$ cat src/rtl/output_requant_fifo_pkg.sv
// output_requant_fifo_pkg: saturation limits and FIFO entry layout shared by the requant FIFO
package output_requant_fifo_pkg;
  localparam int DATA_W = 16;
  localparam int X_W = 10;
  localparam int Y_W = 10;
  localparam int CH_W = 6;
  function automatic longint sat_hi(int w);
    return (longint'(1) << (w - 1)) - 1;
  endfunction
  function automatic longint sat_lo(int w);
    return -(longint'(1) << (w - 1));
  endfunction
  localparam longint SAT_MAX = sat_hi(DATA_W);
  localparam longint SAT_MIN = sat_lo(DATA_W);
  typedef struct packed {
    logic [DATA_W-1:0] data;
    logic [X_W-1:0] x;
    logic [Y_W-1:0] y;
    logic [CH_W-1:0] ch;
  } entry_t;
endpackage

$ cat src/rtl/output_requant_fifo_requant_sat.sv
// requant_sat: round-half-up arithmetic shift followed by signed saturation to the output width
module requant_sat
  import output_requant_fifo_pkg::*;
#(
  parameter int ACCUMULATION_WIDTH = 32,
  parameter int IO_DATA_WIDTH = 16,
  parameter int OUTPUT_SCALE = 0
) (
  input  logic [ACCUMULATION_WIDTH-1:0] in_data,
  output logic [IO_DATA_WIDTH-1:0]      out_data,
  output logic                          sat
);
  localparam int AW = ACCUMULATION_WIDTH;
  localparam logic signed [AW:0] HALF = (AW+1)'((longint'(1) << OUTPUT_SCALE) >>> 1);
  localparam logic signed [AW:0] HI = (AW+1)'(sat_hi(IO_DATA_WIDTH));
  localparam logic signed [AW:0] LO = (AW+1)'(sat_lo(IO_DATA_WIDTH));
  logic signed [AW:0] ext;
  logic signed [AW:0] r;
  logic hi;
  logic lo;
  // one extra bit keeps the rounding add from overflowing
  always_comb begin
    ext = {in_data[AW-1], in_data};
    r = (ext + HALF) >>> OUTPUT_SCALE;
    hi = r > HI;
    lo = r < LO;
    sat = hi | lo;
    out_data = hi ? HI[IO_DATA_WIDTH-1:0] : lo ? LO[IO_DATA_WIDTH-1:0] : r[IO_DATA_WIDTH-1:0];
  end
endmodule

$ cat src/rtl/output_requant_fifo.sv
// output_requant_fifo: requantizes tagged accumulator results and buffers them in a small FIFO
module output_requant_fifo
  import output_requant_fifo_pkg::*;
#(
  parameter int ACCUMULATION_WIDTH = 32,
  parameter int IO_DATA_WIDTH = DATA_W,
  parameter int OUTPUT_SCALE = 0,
  parameter int FIFO_DEPTH = 4,
  parameter int FEATURE_MAP_WIDTH = 1024,
  parameter int FEATURE_MAP_HEIGHT = 1024,
  parameter int OUTPUT_NB_CHANNELS = 64,
  localparam int XW = $clog2(FEATURE_MAP_WIDTH),
  localparam int YW = $clog2(FEATURE_MAP_HEIGHT),
  localparam int CW = $clog2(OUTPUT_NB_CHANNELS),
  localparam int PW = $clog2(FIFO_DEPTH)
) (
  input  logic                          clk,
  input  logic                          arst_n_in,
  input  logic                          clear,
  input  logic                          in_valid,
  output logic                          in_ready,
  input  logic [ACCUMULATION_WIDTH-1:0] in_data,
  input  logic [XW-1:0]                 in_x,
  input  logic [YW-1:0]                 in_y,
  input  logic [CW-1:0]                 in_ch,
  output logic                          out_valid,
  input  logic                          out_ready,
  output logic [IO_DATA_WIDTH-1:0]      out_data,
  output logic [XW-1:0]                 out_x,
  output logic [YW-1:0]                 out_y,
  output logic [CW-1:0]                 out_ch,
  output logic [PW:0]                   fill_level,
  output logic                          overflow,
  output logic [15:0]                   sat_count
);
  entry_t mem [FIFO_DEPTH];
  entry_t wr_entry;
  entry_t head;
  logic [PW-1:0] wr_ptr;
  logic [PW-1:0] rd_ptr;
  logic [IO_DATA_WIDTH-1:0] rq_data;
  logic rq_sat;
  logic push;
  logic pop;
  requant_sat #(
    .ACCUMULATION_WIDTH(ACCUMULATION_WIDTH),
    .IO_DATA_WIDTH(IO_DATA_WIDTH),
    .OUTPUT_SCALE(OUTPUT_SCALE)
  ) u_requant_sat (
    .in_data(in_data),
    .out_data(rq_data),
    .sat(rq_sat)
  );
  // handshake depends only on registered fill level, never on out_ready
  always_comb begin
    in_ready = fill_level != (PW+1)'(FIFO_DEPTH);
    out_valid = fill_level != '0;
    push = in_valid & in_ready;
    pop = out_valid & out_ready;
    wr_entry = '{data: rq_data, x: in_x, y: in_y, ch: in_ch};
    head = mem[rd_ptr];
    out_data = head.data;
    out_x = head.x;
    out_y = head.y;
    out_ch = head.ch;
  end
  // pointers, occupancy and status flags; clear beats any same-cycle push or pop
  always_ff @(posedge clk or negedge arst_n_in) begin
    if (!arst_n_in) begin
      wr_ptr <= '0;
      rd_ptr <= '0;
      fill_level <= '0;
      overflow <= 1'b0;
      sat_count <= '0;
    end else if (clear) begin
      wr_ptr <= '0;
      rd_ptr <= '0;
      fill_level <= '0;
      overflow <= 1'b0;
      sat_count <= '0;
    end else begin
      wr_ptr <= push ? wr_ptr + 1'b1 : wr_ptr;
      rd_ptr <= pop ? rd_ptr + 1'b1 : rd_ptr;
      fill_level <= fill_level + (PW+1)'(push) - (PW+1)'(pop);
      overflow <= overflow | (in_valid & ~in_ready);
      sat_count <= (push && rq_sat && sat_count != 16'hFFFF) ? sat_count + 16'd1 : sat_count;
    end
  end
  // storage needs no reset; stale slots are unreachable once the pointers are cleared
  always_ff @(posedge clk) begin
    if (push) mem[wr_ptr] <= wr_entry;
  end
endmodule
$ cat config.mk
export PLATFORM = sky130hd
export DESIGN_NAME = output_requant_fifo
export DESIGN_NICKNAME = d
export VERILOG_FILES = /design/src/rtl/output_requant_fifo_pkg.sv /design/src/rtl/output_requant_fifo_requant_sat.sv /design/src/rtl/output_requant_fifo.sv
export SDC_FILE = /design/constraint.sdc
export NUM_CORES = 1
export LEC_CHECK = 0
export ABC_AREA = 1
export CAP_MARGIN = 20
export CORE_MARGIN = 1.5
export CORE_UTILIZATION = 45
export DETAILED_ROUTE_END_ITERATION = 7
export GPL_TIMING_DRIVEN = 0
export PLACE_DENSITY = 0.77
export SLEW_MARGIN = 40
export SYNTH_ARGS = -nofsm -noshare
export SYNTH_HDL_FRONTEND = slang
export SYNTH_HIERARCHICAL = 1
export SYNTH_SLANG_ARGS = --single-unit
export TNS_END_PERCENT = 20
$ cat constraint.sdc
create_clock -name clk -period 4.65 [get_ports clk]
set_input_delay 0.6975 -clock clk [delete_from_list [all_inputs] [get_ports clk]]
set_output_delay 0.6975 -clock clk [all_outputs]
set_load 0.01 [all_outputs]
# After elaboration in Yosys (flattened, before gate mapping)
# Memory sizes are Yosys's and may differ from the RTL's.
# Cells that the tools add are included.
[classes] addsub=5 n_lt_le_gt_ge=2 n_eq_ne=2 n_mux=12 bitwise=6 n_reduce_logical=6
[ops] operator="2-to-1 mux 16 bit" count=4
[ops] operator="greater-than comparator 32 x 16 -> 1 bit, second input constant" count=1
[ops] operator="< comparator 32 x 16 -> 1 bit, second input constant" count=1
[ops] operator="adder 16 x 1 -> 16 bit, second input constant" count=1
[ops] operator="!= test 16 bit, second input constant" count=1
[ops] operator="2-to-1 mux 2 bit" count=4
[ops] operator="nonzero test 2 bit" count=3
[ops] operator="adder 2 x 1 -> 2 bit, second input constant" count=2
[ops] operator="adder 3 x 1 -> 3 bit" count=1
[ops] operator="bitwise AND 1 bit" count=3
[ops] operator="2-to-1 mux 1 bit" count=3
[ops] operator="2-to-1 mux 3 bit" count=1
[ops] operator="!= test 3 bit, second input constant" count=1
[ops] operator="nonzero test 3 bit" count=1
[ops] operator="subtractor 3 x 1 -> 3 bit" count=1
[ops] operator="logical AND 1 bit" count=2
[ops] operator="OR 1 bit" count=2
[ops] operator="NOT 1 bit" count=1
[totals] register_bits=24 mem_bits_rw=168 in_bits=63 out_inout_bits=64 word_cells=39 mem_count=1
[mem_list] memory="mem" words=4 width=42 read_ports=1 rd_ports_with_merged_regs=0 write_ports=1 line="output_requant_fifo.sv:36" source="entry_t mem [FIFO_DEPTH];"

# Logic depth before layout (Yosys ltp)
[depth] depth_word=6 ltp_mapped=12 mapped_depth_nobuf=11

# Hierarchy
# Netlist, hierarchy kept.
[modules_own_cells] mod="output_requant_fifo" instances=1 cells_each=609 area_each_um2=7693.6 seq_area_each_um2=5645.4
[modules_own_cells] mod="requant_sat" instances=1 cells_each=64 area_each_um2=277.8 seq_area_each_um2=0.0

# Worst setup path before layout
# OpenSTA, ideal clock, no wires.
[synth_path] path_type="input to register" startpoint="input in_valid" endpoint="memory mem[0][0] (netlist bit), enable pin" setup_ns=0.442 t_arrival_ns=2.624 t_required_ns=4.208 setup_slack_ns=1.584 stages=2 cell_sequence="nand2_1 nor2_1"
[synth_between] elab_chain_len=3
[synth_rtl] item="from (decl)" line="output_requant_fifo.sv:20" source="input logic in_valid,"
[synth_rtl] item="bitwise AND 1 bit" line="output_requant_fifo.sv:58" source="push = in_valid & in_ready;"
[synth_rtl] item="2-to-1 mux 1 bit" line="output_requant_fifo.sv:91" source="if (push) mem[wr_ptr] <= wr_entry;"
[synth_rtl] item="2-to-1 mux 1 bit (implied by the code)" line="output_requant_fifo.sv:91"
[synth_rtl] item="to (decl)" line="output_requant_fifo.sv:36"
# Every way passes these cells.

# Worst setup path in the final report
[layout_path] startpoint="register rd_ptr[0]" endpoint="output out_data[9]"
[layout_between] elab_chain_len=1
[layout_rtl] item="from (decl)" line="output_requant_fifo.sv:40" source="logic [PW-1:0] rd_ptr;"
[layout_rtl] item="from (signal assigned)" line="output_requant_fifo.sv:83" source="rd_ptr <= pop ? rd_ptr + 1'b1 : rd_ptr;"
[layout_rtl] item="memory (4 x 42 bit)"
[layout_rtl] item="to (decl)" line="output_requant_fifo.sv:28" source="output logic [IO_DATA_WIDTH-1:0] out_data,"
# Every way passes these cells.

==> results.md <==
- Required time of the worst setup path: 3950 ps
- First-iteration detailed-routing DRC count: 571
- Clock transition at path regs: 70 ps
- Drt total wl: 18,170 µm
- Element type at the critical path start: flop
- Number of cells after detailed placement: 1,035
- Post-synth net total: 743
- Number of global-route vias before repair: 5,549
- Most common library cell in the layout ignoring fill and taps: sky130_fd_sc_hd__edfxtp_1
- Remaining global-route overflow: 0
- Initial cell density of the core: 0.4609
- Max-slew headroom at the worst pin: 0.6082
- Adder and majority cell fraction of the synthesized area: 0.01193
- Register area share after synthesis: 0.7082
- Clock Sinks: 192
- Final Hold Viols: 0
- Placeable core region: 17,300 µm²
- Routed via count divided by cell count: 5.248
- Post-synthesis simple-gate area fraction: 0.1458
- Clk_lat worst skew: 430 ps
- Cell area power density: 480.2 nW/µm²
- Fillers: 1,371
- YS warnings: 6
- Most used cells in the layout excluding fill and tap cells: sky130_fd_sc_hd__edfxtp_1, sky130_fd_sc_hd__clkdlybuf4s50_1, sky130_fd_sc_hd__nor2_1
- Complex-gate fraction of the synthesized area: 0.09371
- Data arrival time at the worst-slack endpoint: 2620 ps
- Hold-fix buffers, CTS: 0
- Area growth, synth to finish: 30.22%
- Share of synthesized area spent on multiplexers: 0
- Fin. max-slew vios: 0
- XOR/XNOR share of the synthesized area: 0.008790
- Share of post-route cells with drive strength above 1: 0.08195
- Maximum clock insertion buffer count: 2
- CTS buffer count: 17
- Drt first pass iters: 5
- Antenna viol nets, final: 0
- Max rail drop VDD: 280.5 µV
- Crit Path Max Fanout: 10
- DP Wirelength: 12,290 µm
- Worst setup slack after placement: 1744 ps
- Largest net degree at the start of global routing: 25
- Hold Path Class: in2async
- Clk_skew: 7.529 ps
- Count of cell types in the netlist: 28
- Number of I/O pins: 127
- Total via count after detailed routing: 5,605
- Wire length of the first global-routing pass: 28,440 µm
- Count of instances resized after the clock tree is built: 0
- Number of rows created at floorplan: 48
- Setup repair after global routing missed its margin: no
- Result of the run: complete, no violations
- Cell area after technology mapping: 7971 µm²
- Vertical die dimension: 136.1 µm
- Final period util: 0.7143
- Highest clock frequency the design can meet: 301.1 MHz
- Antenna violations before repair: 0
- Total of buffers placed on input and output ports: 126
- Clock tree from TritonCTS: done
- Post-CTS Setup Inserts: 0
- Tmin final: 3322 ps
- Leakage: 3.739 nW
- Worst setup path category: reg2out
- Number of nets in the layout: 899
- Post-layout total power: 4.984 mW
- Placer congestion estimate: 0.8931
- Die X-Extent: 136.1 µm
- Flops & latches, synth: 192
- Total setup violations reported at the end of the flow: 0
- Avg Cell Area, Syn: 11.84 µm²
- Worst Setup End Kind: output port
- Count of non-filler cells in the finished layout: 1,068
- Post-synthesis cell count: 673
- Total global routing track utilization: 0.2064
- Dominant combinational cell family by area after synthesis: simple AND/OR/NAND/NOR gates
- Die Outline Area: 18,520 µm²
- Final Util: 0.6001
- Count of unresolved DRC violations after routing: 0
- Smallest setup slack after layout: 1328 ps
- Smallest hold slack: 253.6 ps
- Routed wire per std cell: 17.01 µm
- Maximum Capacitance Violations: 0
- H-tree depth: 4
- Worst Tran Pin Value: 587.7 ps
- CTS Root Cell: sky130_fd_sc_hd__clkbuf_16
## worst max-delay path, cell delays in order, from the launching register on
cell,delay [ps]
sky130_fd_sc_hd__dfrtp_1,440
sky130_fd_sc_hd__inv_1,120
sky130_fd_sc_hd__buf_2,230
sky130_fd_sc_hd__clkbuf_1,460
sky130_fd_sc_hd__nor2_1,90
sky130_fd_sc_hd__o22ai_1,270
sky130_fd_sc_hd__clkdlybuf4s50_1,590
## where the power goes
group / total, mW / internal [mW] / leakage (nW) / switching (mW)
Combinational: 1.32 / 0.586 / 1.57 / 0.739
Sequential: 2.11 / 2.05 / 1.86 / 0.0590
Clock: 1.55 / 0.908 / 0.304 / 0.640
## per-layer routing
layer	vias to the layer above	part of all wire	GRT usage
met4	0	0.023	0.08333
li1	2709	-	-
met1	2671	0.42	0.2727
met3	35	0.060	0.03990
met5	-	0	0
met2	190	0.49	0.3367
## Yosys cell counts
master                       n  area [µm²]
sky130_fd_sc_hd__a21o_1      1       7.510
sky130_fd_sc_hd__a21oi_1     3       15.01
sky130_fd_sc_hd__buf_2       3       15.01
sky130_fd_sc_hd__buf_4       1       7.510
sky130_fd_sc_hd__buf_6       2       22.52
sky130_fd_sc_hd__clkbuf_1   27       101.4
sky130_fd_sc_hd__dfrtp_1    24       600.6
sky130_fd_sc_hd__edfxtp_1  168        5045
sky130_fd_sc_hd__fa_1        1       20.02
sky130_fd_sc_hd__ha_1        6       75.07
sky130_fd_sc_hd__inv_1      26       97.59
sky130_fd_sc_hd__inv_2       2       7.510
sky130_fd_sc_hd__nand2_1   104       390.4
sky130_fd_sc_hd__nand2_2     3       18.77
sky130_fd_sc_hd__nand2_4     1       11.26
sky130_fd_sc_hd__nand3_1    17       85.08
sky130_fd_sc_hd__nand3_2     2       20.02
sky130_fd_sc_hd__nand3b_1    4       30.03
sky130_fd_sc_hd__nand4_1    14       87.58
sky130_fd_sc_hd__nor2_1    116       435.4
sky130_fd_sc_hd__nor2_2      3       18.77
sky130_fd_sc_hd__nor2_4      4       45.04
sky130_fd_sc_hd__nor2_8      1       20.02
sky130_fd_sc_hd__o21ai_0    89       445.4
sky130_fd_sc_hd__o21ai_4     1       16.27
sky130_fd_sc_hd__o22ai_1    42       262.8
sky130_fd_sc_hd__xnor2_1     1       8.760
sky130_fd_sc_hd__xor2_1      7       61.31
## kinds of logic (layout without fill, tap and decap cells)
family | after synthesis | in the layout
AO/OA/AOI/OAI | 136 | 136
XOR/XNOR | 8 | 8
adder cells (fa/ha/maj) | 7 | 7
buffers and inverters | 61 | 230
flip-flops | 192 | 192
other | 0 | 1
AND/OR/NAND/NOR | 269 | 269
## worst paths after layout
kind                                    startpoint                   endpoint  slack, ps  cells past startpoint
max                          rd_ptr[0]$_DFFE_PN0P_                out_data[9]       1330                      6
min                                      arst_n_in  sat_count[11]$_DFFE_PN0P_        250                      1
max reg2reg                fill_level[1]$_DFF_PN0_    fill_level[2]$_DFF_PN0_       2430                      9
min reg2reg                     overflow$_DFF_PN0_         overflow$_DFF_PN0_        520                      2
max in group asynchronous                arst_n_in   sat_count[8]$_DFFE_PN0P_       4020                      1
min in group clk                overflow$_DFF_PN0_         overflow$_DFF_PN0_        520                      2
## final cells by class
cell class | count | area [µm²] | share of cell area
Sequential cell | 192 | 5645 | 0.5439
Multi-Input combinational cell | 420 | 2105 | 0.2027
Timing Repair Buffer | 137 | 1459 | 0.1405
Clock buffer | 17 | 425.4 | 0.04098
Tap cell | 225 | 281.5 | 0.02712
Clock inverter | 15 | 210.2 | 0.02025
Buffer | 33 | 146.4 | 0.01410
Inverter | 28 | 105.1 | 0.01013
Antenna cell | 1 | 2.502 | 0.0002411
## metrics by stage
stage	instance area (µm²)	setup TNS (ps)
floorplan	7971	0
global placement	9514	-48260
detailed placement	9742	0
CTS	10380	0
global route	10380	0
finish	10380	0
## sequential cells by signal, indices dropped and copies added, names as in the netlist
register and cells:
fill_level 3, overflow 1, wr_ptr 2, rd_ptr 2, mem 168, sat_count 16
(Power assumes the default switching activity.)
